## src/rtl/boot_pkg.sv

```systemverilog
// Shared definitions for the boot loader: FSM state encoding and stream framing sizes.
package boot_pkg;

  localparam int HDR_BYTES      = 2;
  localparam int BYTES_PER_WORD = 4;
  localparam int HDR_BITS       = 8 * HDR_BYTES;
  localparam int IDX_W          = $clog2(BYTES_PER_WORD);

  typedef enum logic [2:0] {
    HDR0  = 3'd0,
    HDR1  = 3'd1,
    LOAD  = 3'd2,
    CHK   = 3'd3,
    DONE  = 3'd4,
    ERROR = 3'd5
  } boot_state_e;

  function automatic logic is_loading(input boot_state_e s);
    return s inside {HDR0, HDR1, LOAD, CHK};
  endfunction

endpackage

```

## src/rtl/boot_loader_if.sv

```systemverilog
// Byte-stream input and instruction-memory write port of the boot loader.
// master = the loader itself, slave = the environment (UART side and memory).
interface boot_loader_if #(
  parameter int ADDR_WIDTH = 10
);

  logic [7:0]            rx_data;
  logic                  rx_valid;
  logic                  rx_ready;
  logic                  imem_we;
  logic [ADDR_WIDTH-1:0] imem_addr;
  logic [31:0]           imem_wdata;

  modport master (
    input  rx_data,
    input  rx_valid,
    output rx_ready,
    output imem_we,
    output imem_addr,
    output imem_wdata
  );

  modport slave (
    output rx_data,
    output rx_valid,
    input  rx_ready,
    input  imem_we,
    input  imem_addr,
    input  imem_wdata
  );

endinterface

```

## src/rtl/byte_assembler.sv

```systemverilog
// Packs accepted bytes little-endian into a 32-bit word; word_valid pulses
// for one cycle after the fourth byte of a word has been captured.
module byte_assembler
  import boot_pkg::*;
(
  input  logic        clk,
  input  logic        rst,
  input  logic        byte_en,
  input  logic [7:0]  byte_data,
  output logic        word_valid,
  output logic [31:0] word
);

  logic [IDX_W-1:0] idx_reg;
  logic             word_valid_reg;

  always_ff @(posedge clk or negedge rst) begin
    if (!rst) begin
      idx_reg        <= '0;
      word_valid_reg <= 1'b0;
    end else begin
      word_valid_reg <= byte_en && (idx_reg == IDX_W'(BYTES_PER_WORD - 1));
      if (byte_en) begin
        idx_reg <= idx_reg + 1'b1;
      end
    end
  end

  // One byte lane per generate instance; the index selects which lane captures.
  for (genvar gi = 0; gi < BYTES_PER_WORD; gi++) begin : g_lane
    logic [7:0] lane_reg;

    always_ff @(posedge clk or negedge rst) begin
      if (!rst) begin
        lane_reg <= '0;
      end else if (byte_en && (idx_reg == IDX_W'(gi))) begin
        lane_reg <= byte_data;
      end
    end

    assign word[8*gi +: 8] = lane_reg;
  end

  assign word_valid = word_valid_reg;

endmodule

```

## src/rtl/boot_loader.sv

```systemverilog
// Loads a length-prefixed little-endian program image into instruction memory
// and releases the core reset afterwards. Define BOOT_CHECKSUM_EN for a trailing XOR check byte.
module boot_loader
  import boot_pkg::*;
#(
  parameter int ADDR_WIDTH = 10,
  parameter int MAX_WORDS  = 1024
) (
  input  logic          clk,
  input  logic          rst,
  boot_loader_if.master bus,
  output logic          core_rst,
  output logic          busy,
  output logic          done,
  output logic          error
);

`ifdef BOOT_CHECKSUM_EN
  localparam boot_state_e END_STATE = CHK;
`else
  localparam boot_state_e END_STATE = DONE;
`endif

  boot_state_e           state_reg;
  boot_state_e           state_next;
  logic                  active_reg;
  logic [HDR_BITS-9:0]   hdr_lo_reg;
  logic [HDR_BITS-1:0]   n_words_reg;
  logic [ADDR_WIDTH-1:0] word_cnt_reg;

  logic [HDR_BITS-1:0]   n_words_rx;
  logic                  rx_ready;
  logic                  accept;
  logic                  byte_en;
  logic                  word_valid;
  logic [31:0]           word;
  logic                  last_word;
  logic                  hdr_zero;
  logic                  hdr_too_big;

`ifdef BOOT_CHECKSUM_EN
  logic [7:0]            xor_reg;
`endif

  assign n_words_rx  = {bus.rx_data, hdr_lo_reg};
  assign accept      = bus.rx_valid && rx_ready;
  assign byte_en     = accept && (state_reg == LOAD);
  assign last_word   = word_valid && ((32'(word_cnt_reg) + 32'd1) == 32'(n_words_reg));
  assign hdr_zero    = (n_words_rx == '0);
  assign hdr_too_big = (32'(n_words_rx) > 32'(MAX_WORDS));

  byte_assembler u_asm (
    .clk        (clk),
    .rst        (rst),
    .byte_en    (byte_en),
    .byte_data  (bus.rx_data),
    .word_valid (word_valid),
    .word       (word)
  );

  // The byte after the final payload byte must never be taken, so the
  // final write cycle closes the stream instead of overlapping the next word.
  always_comb begin
    rx_ready = 1'b0;
    if (active_reg) begin
      case (state_reg)
        HDR0, HDR1: rx_ready = 1'b1;
        LOAD:       rx_ready = !last_word;
`ifdef BOOT_CHECKSUM_EN
        CHK:        rx_ready = 1'b1;
`endif
        default:    rx_ready = 1'b0;
      endcase
    end
  end

  always_comb begin
    state_next = state_reg;
    case (state_reg)
      HDR0: begin
        if (accept) begin
          state_next = HDR1;
        end
      end
      HDR1: begin
        if (accept) begin
          if (hdr_too_big) begin
            state_next = ERROR;
          end else if (hdr_zero) begin
            state_next = END_STATE;
          end else begin
            state_next = LOAD;
          end
        end
      end
      LOAD: begin
        if (last_word) begin
          state_next = END_STATE;
        end
      end
`ifdef BOOT_CHECKSUM_EN
      CHK: begin
        if (accept) begin
          state_next = (bus.rx_data == xor_reg) ? DONE : ERROR;
        end
      end
`endif
      default: state_next = state_reg;
    endcase
  end

  // active_reg keeps rx_ready/busy low until the first edge after reset release.
  always_ff @(posedge clk or negedge rst) begin
    if (!rst) begin
      state_reg    <= HDR0;
      active_reg   <= 1'b0;
      hdr_lo_reg   <= '0;
      n_words_reg  <= '0;
      word_cnt_reg <= '0;
    end else begin
      state_reg  <= state_next;
      active_reg <= 1'b1;
      if (accept && (state_reg == HDR0)) begin
        hdr_lo_reg <= bus.rx_data;
      end
      if (accept && (state_reg == HDR1)) begin
        n_words_reg <= n_words_rx;
      end
      if (word_valid) begin
        word_cnt_reg <= word_cnt_reg + 1'b1;
      end
    end
  end

`ifdef BOOT_CHECKSUM_EN
  always_ff @(posedge clk or negedge rst) begin
    if (!rst) begin
      xor_reg <= '0;
    end else if (byte_en) begin
      xor_reg <= xor_reg ^ bus.rx_data;
    end
  end
`endif

  assign bus.rx_ready   = rx_ready;
  assign bus.imem_we    = word_valid;
  assign bus.imem_addr  = word_cnt_reg;
  assign bus.imem_wdata = word;

  assign busy     = active_reg && is_loading(state_reg);
  assign done     = (state_reg == DONE);
  assign error    = (state_reg == ERROR);
  assign core_rst = (state_reg == DONE);

endmodule

```

## src/flat_wrapper.sv

```systemverilog
// flat-port wrapper written by rule: the top's interface ports become plain ports
module boot_loader_flat import boot_pkg::*;
#(
  parameter int ADDR_WIDTH = 10,
  parameter int MAX_WORDS  = 1024
)
  (clk, rst, core_rst, busy, done, error, bus_rx_data, bus_rx_valid, bus_rx_ready, bus_imem_we, bus_imem_addr, bus_imem_wdata);
  boot_loader_if #(.ADDR_WIDTH(ADDR_WIDTH)) bus_i ();
  input  logic clk;
  input  logic rst;
  output logic core_rst;
  output logic busy;
  output logic done;
  output logic error;
  input wire logic [$bits(bus_i.rx_data)-1:0] bus_rx_data;
  input wire logic [$bits(bus_i.rx_valid)-1:0] bus_rx_valid;
  output wire logic [$bits(bus_i.rx_ready)-1:0] bus_rx_ready;
  output wire logic [$bits(bus_i.imem_we)-1:0] bus_imem_we;
  output wire logic [$bits(bus_i.imem_addr)-1:0] bus_imem_addr;
  output wire logic [$bits(bus_i.imem_wdata)-1:0] bus_imem_wdata;
  assign bus_i.rx_data = bus_rx_data;
  assign bus_i.rx_valid = bus_rx_valid;
  assign bus_rx_ready = bus_i.rx_ready;
  assign bus_imem_we = bus_i.imem_we;
  assign bus_imem_addr = bus_i.imem_addr;
  assign bus_imem_wdata = bus_i.imem_wdata;
  boot_loader #(.ADDR_WIDTH(ADDR_WIDTH), .MAX_WORDS(MAX_WORDS)) u_core (.clk(clk), .rst(rst), .bus(bus_i), .core_rst(core_rst), .busy(busy), .done(done), .error(error));
endmodule
```

## config.mk

```make
export PLATFORM = sky130hd
export DESIGN_NAME = boot_loader_flat
export DESIGN_NICKNAME = d
export VERILOG_FILES = /design/src/rtl/boot_pkg.sv /design/src/rtl/boot_loader_if.sv /design/src/rtl/byte_assembler.sv /design/src/rtl/boot_loader.sv /design/src/flat_wrapper.sv
export SDC_FILE = /design/constraint.sdc
export NUM_CORES = 1
export LEC_CHECK = 0
export ABC_CLOCK_PERIOD_IN_PS = 8100
export CAP_MARGIN = 20
export CORE_MARGIN = 2
export CORE_UTILIZATION = 30
export CTS_CLUSTER_SIZE = 25
export DETAILED_ROUTE_END_ITERATION = 10
export HOLD_SLACK_MARGIN = 0.1
export PLACE_DENSITY = 0.52
export SLEW_MARGIN = 10
export SYNTH_ARGS = -nofsm -noshare
export SYNTH_HDL_FRONTEND = slang
export SYNTH_HIERARCHICAL = 1
export SYNTH_SLANG_ARGS = --single-unit
```

## constraint.sdc

```tcl
create_clock -name clk -period 8.1 [get_ports clk]
set_input_delay 0.81 -clock clk [delete_from_list [all_inputs] [get_ports clk]]
set_output_delay 0.81 -clock clk [all_outputs]
set_load 0.01 [all_outputs]
```

Yosys cells after proc, flatten, opt, wreduce, memory -nomap -nowiden
Index checks and enable logic that the tools add are counted.
{"block": "word_totals", "rom_bits": 0, "out_inout_bits": 48, "mem_bits_rw": 0, "mem_count": 0, "latch_bits": 0, "wordCells": 53, "reg_bits": 73}
{"block": "classes", "reduce_logical": 18, "bitwise": 0, "order_cmp": 1, "n_mux": 8, "addsub": 3, "n_div": 0, "n_mul": 0, "shift": 0, "n_eq_ne": 12}
{"op": "32-bit by 16-bit equality test with 1-bit output", "n": 1}
{"op": "16-bit by 11-bit > comparator with 1-bit output (second input constant)", "n": 1}
{"op": "16-bit zero test", "n": 1}
{"op": "3-bit 2-to-1 mux", "n": 5}
{"op": "10-bit by 1-bit adder with 11-bit output (second input constant)", "n": 1}
{"op": "10-bit by 1-bit adder with 10-bit output (second input constant)", "n": 1}
{"op": "1-bit logical AND", "n": 10}
{"op": "3-bit one-hot mux with 3 select lines", "n": 1}
{"op": "3-bit by 2-bit equality test with 1-bit output (second input constant)", "n": 2}
{"op": "3-bit equality test (second input constant)", "n": 2}
{"op": "2-bit by 1-bit inequality test with 1-bit output (second input constant)", "n": 3}
{"op": "2-bit equality test (second input constant)", "n": 2}
{"op": "4-bit AND reduction", "n": 1}
{"op": "4-bit nonzero test", "n": 1}
{"op": "3-bit by 1-bit equality test with 1-bit output (second input constant)", "n": 1}
{"op": "3-bit zero test", "n": 1}
{"op": "3-bit nonzero test", "n": 1}
{"op": "2-bit by 1-bit adder with 2-bit output (second input constant)", "n": 1}
{"op": "2-bit by 1-bit equality test with 1-bit output (second input constant)", "n": 1}
{"op": "2-bit zero test", "n": 1}
{"op": "1-bit one-hot mux with 2 select lines", "n": 1}
{"op": "2-bit OR reduction", "n": 1}
{"op": "1-bit zero test", "n": 1}
{"op": "1-bit 2-to-1 mux", "n": 1}

Depth between registers and ports, before layout
{"block": "depth", "depth_word": 9, "mapped_depth": 10, "ltp_nobuf": 9}

Hierarchy
Netlist, hierarchy kept.
{"mod": "boot_loader", "area_per_inst_um2": 1934.4, "cells_per_inst": 163, "instances": 1, "seq_area_each_um2": 950.9}
{"mod": "byte_assembler", "area_per_inst_um2": 1526.5, "cells_per_inst": 82, "instances": 1, "seq_area_each_um2": 875.8}

Worst setup path after synthesis
No wires, ideal clock.
{"block": "synth_path", "path_kind": "register to output", "from": "reg u_core.word_cnt_reg[0] (netlist: u_core/bus.imem_addr[0])", "to": "out bus_rx_ready", "arrival_ns": 2.002, "stages_incl_launch_ff": 8, "path_buffers": 0, "t_required_ns": 7.290, "path_slack_ns": 5.288, "path_cell_list": "dfrtp_1 > ha_1 > nand2_1 > nor3_2 > mux2_2 > nor3_2 > o31ai_1 > a21boi_1"}
{"block": "synth_via", "elab_chain_cells": 6}
{"element": "from (decl)", "line": "boot_loader.sv:29", "text": "logic [ADDR_WIDTH-1:0] word_cnt_reg;"}
{"element": "from (signal assigned)", "line": "boot_loader.sv:130", "text": "word_cnt_reg <= word_cnt_reg + 1'b1;"}
{"element": "10-bit by 1-bit adder with 11-bit output", "line": "boot_loader.sv:48", "text": "assign last_word = word_valid && ((32'(word_cnt_reg) + 32'd1) == 32'(n_words_reg));"}
{"element": "32-bit by 16-bit equality test with 1-bit output", "line": "boot_loader.sv:48"}
{"element": "1-bit logical AND", "line": "boot_loader.sv:48"}
{"element": "1-bit zero test", "line": "boot_loader.sv:68", "text": "LOAD: rx_ready = !last_word;"}
{"element": "1-bit one-hot mux with 2 select lines", "line": "boot_loader.sv:66", "text": "case (state_reg)"}
{"element": "1-bit 2-to-1 mux", "line": "boot_loader.sv:65", "text": "if (active_reg) begin"}
{"element": "to (decl)", "line": "flat_wrapper.sv:17", "text": "output wire logic [$bits(bus_i.rx_ready)-1:0] bus_rx_ready;"}
No other way between the ends.

Worst setup path in the final report
Ends and elaborated chain as after synthesis.

==> results_dict.tcl <==
set metrics [dict create \
    grt_pass1_wl_um 12200 \
    rsz0062_at_grt "false" \
    ctsRootBufferMaster "clkbuf_16" \
    htree_num_levels 3 \
    drv_cap 0 \
    grt_pass1_vias 2219 \
    worstReg2RegStart "u_core/bus.imem_addr[0]$_DFFE_PN0P_" \
    worstMarginPinSlew_ns 0.922 \
    syn_inst 245 \
    numCtsBuffers 9 \
    port_buffers 58 \
    track_usage_pct 12.7 \
    relSlewSlack_pct 38.5 \
    antenna_cells 0 \
    p_total_mw 1.03 \
    design.core.area_sq_um 11300 \
    maxSlewViolCount 0 \
    finalNonFillerCells 455 \
    status "completed" \
    crit_required_ns 7.29 \
    reg2reg_to "u_core/u_asm/g_lane[0].lane_reg[5]$_DFFE_PN0P_" \
    initial_core_util_pct 30.6 \
    hold_class "reg2reg" \
    place.gp.congestion 0.719 \
    critical_path_class "reg2out" \
    cts_setup_buffers 0 \
    wl_per_cell_um 16.1 \
    syn_nets 261 \
    area_growth_pct 29.1 \
    synth_top_cell_area_share_pct 52.8 \
    final_util_pct 39.5 \
    whs_path_depth 1 \
    die_area_sq_um 12400 \
    drive_gt1_share_pct 25.6 \
    yosysTopAreaCell "dfrtp_1" \
    clock_latency_ns 0.33 \
    synthArstFlopShare_pct 100 \
    use_met3_pct 2.78 \
    clock.fmax_ghz 0.266 \
    avgSynthCellArea_sq_um 14.1 \
    fin_setup_tns_ns 0 \
    vias_per_cell 4.65 \
    hold_slack_ns 0.493 \
    place_inst 439 \
    regToRegSetupSlack_ns 5.20 \
    num-nets-final 323 \
    ir_drop_v 0.000118 \
    ys_warn_count 6 \
    vias 2117 \
    clockBufferDepth 2 \
    hold_buffers 0 \
    top_usage_layer "met2" \
    start_kind "flip-flop" \
    die_width_um 111 \
    fin_area_sq_um 4470 \
    met1_usage_pct 17.1 \
    dp_slack_ns 4.69 \
    grt_max_degree 74 \
    ys_types 38 \
    worst-r2r-cell-count 10 \
    fin_crit_ns 3.76 \
    clock_skew_ns 0.00919 \
    fill_cells 1097 \
    pin_count 59 \
    antenna_left 0 \
    grt_antenna_before_repair 0 \
    postPlaceCellArea_sq_um 4170 \
    cp-end-kind "primary output" \
    finalHoldViolations 0 \
    crit_arrival_ns 2.95 \
    totalWireLength_um 7320 \
    rows 39 \
    synth_flop_cell "dfrtp_1" \
    clock_sinks 73 \
    largest_register_ffs 32 \
    use_met2_pct 19.5 \
    setup_viol 0 \
    synth-edff-count 0 \
    synthTopCellsByArea "dfrtp_1 (53%), mux2_4 (14%), mux2_2 (5.5%), xnor2_1 (4.3%), mux2_1 (3.3%)" \
    drt_iter0_drc 95 \
    fp.dieH_um 111 \
    hpwl_um 5160 \
    drc 0 \
    netlist_area_sq_um 3460 \
    power_density_nw_per_um2 230 \
    overflow 0 \
    finalCritPeriodShare_pct 46.4 \
    ys_ff_latch 73 \
    hp-start "u_core/n_words_reg[12]$_DFFE_PN0P_" \
    power.leakage_nw 2.00 \
    cts.repair.resized 0 \
    first_pass_iters 4 \
    seq_area_frac_synth_pct 52.8 \
    cts_tree "yes" \
    clk_pin_slew_worst_paths_ns 0.05 \
    cp_max_fo 6 \
    finalWorstSetupSlack_ns 4.34 \
    worstHoldEndpoint "u_core/n_words_reg[12]$_DFFE_PN0P_" \
]
-- cell usage after synthesis (2+ instances only) --
cell	count
nand4_1	4
ha_1	5
nor2_1	6
nor4_1	4
clkbuf_1	2
nor3_2	5
mux2_1	10
inv_1	5
buf_6	2
xnor2_1	17
nand3_1	5
dfrtp_1	73
mux2_4	32
nand2_1	11
o21ai_0	2
buf_4	4
xor2_1	8
nor3b_1	4
nor2b_1	2
nand2_8	4
nor3_1	6
a21oi_1	2
mux2_2	17
-- cell usage in the layout (no fill, tap or decap), types with 4 or more instances in the layout --
master           instances
dfrtp_1                 73
clkdlybuf4s50_1         57
mux2_4                  32
xnor2_1                 17
mux2_2                  17
nand2_1                 11
mux2_1                  10
clkbuf_16                9
xor2_1                   8
nor3_1                   6
nor2_1                   6
inv_1                    5
nand3_1                  5
nor3_2                   5
ha_1                     5
nand4_1                  4
nor4_1                   4
nand2_8                  4
-- cell families after synthesis --
kind of cell | after synthesis | synth area share (%)
buffers and inverters | 14 | 2.42
AO/OA/AOI/OAI | 12 | 2.68
XOR/XNOR | 25 | 6.33
other | 1 | 0.108
AND/OR/NAND/NOR | 56 | 11.2
multiplexers | 59 | 22.7
adder cells (fa/ha/maj) | 5 | 1.81
flip-flops | 73 | 52.8
-- layer usage --
metal  up-vias  part of all wire, %
li1        983                    -
met1      1094                   47
met2        30                   49
met3        10                  2.9
met4         0                  1.8
met5         -                    0
-- worst max-delay path: stages, from the launching register on --
cell	delay, ns
dfrtp_1	0.45
ha_1	0.29
nand2_1	0.12
nor3_2	0.28
mux2_2	0.38
nor3_2	0.27
o31ai_1	0.14
a21boi_1	0.15
clkdlybuf4s50_1	0.54
-- worst max-delay path by stage --
stage,to,slack (ns),depth (start not counted),start
after floorplan,bus_rx_ready,5.29,7,u_core/bus.imem_addr[0]$_DFFE_PN0P_
after global placement,bus_rx_ready,4.71,8,u_core/bus.imem_addr[0]$_DFFE_PN0P_
after detailed placement,bus_rx_ready,4.69,8,u_core/bus.imem_addr[0]$_DFFE_PN0P_
after CTS,bus_rx_ready,4.31,8,u_core/bus.imem_addr[0]$_DFFE_PN0P_
after global routing,bus_rx_ready,4.12,8,u_core/bus.imem_addr[0]$_DFFE_PN0P_
final,bus_rx_ready,4.34,8,u_core/bus.imem_addr[0]$_DFFE_PN0P_
-- report_power, final --
part	total [mW]	internal (mW)	switching, mW
logic	0.154	0.0890	0.0653
registers	0.478	0.425	0.0526
clock network	0.397	0.248	0.150
total	1.03	0.761	0.268
-- area by class of cell --
class | instances | area (sq um) | area share, %
well taps | 143 | 179 | 4.00
multi-input cells | 158 | 1560 | 34.8
repair buffers | 60 | 591 | 13.2
clock buffers | 12 | 246 | 5.52
inverters | 5 | 18.8 | 0.420
clock inverters | 4 | 51.3 | 1.15
flip-flops and latches | 73 | 1830 | 40.9
Note: power is estimated with default switching activity, not from simulation.
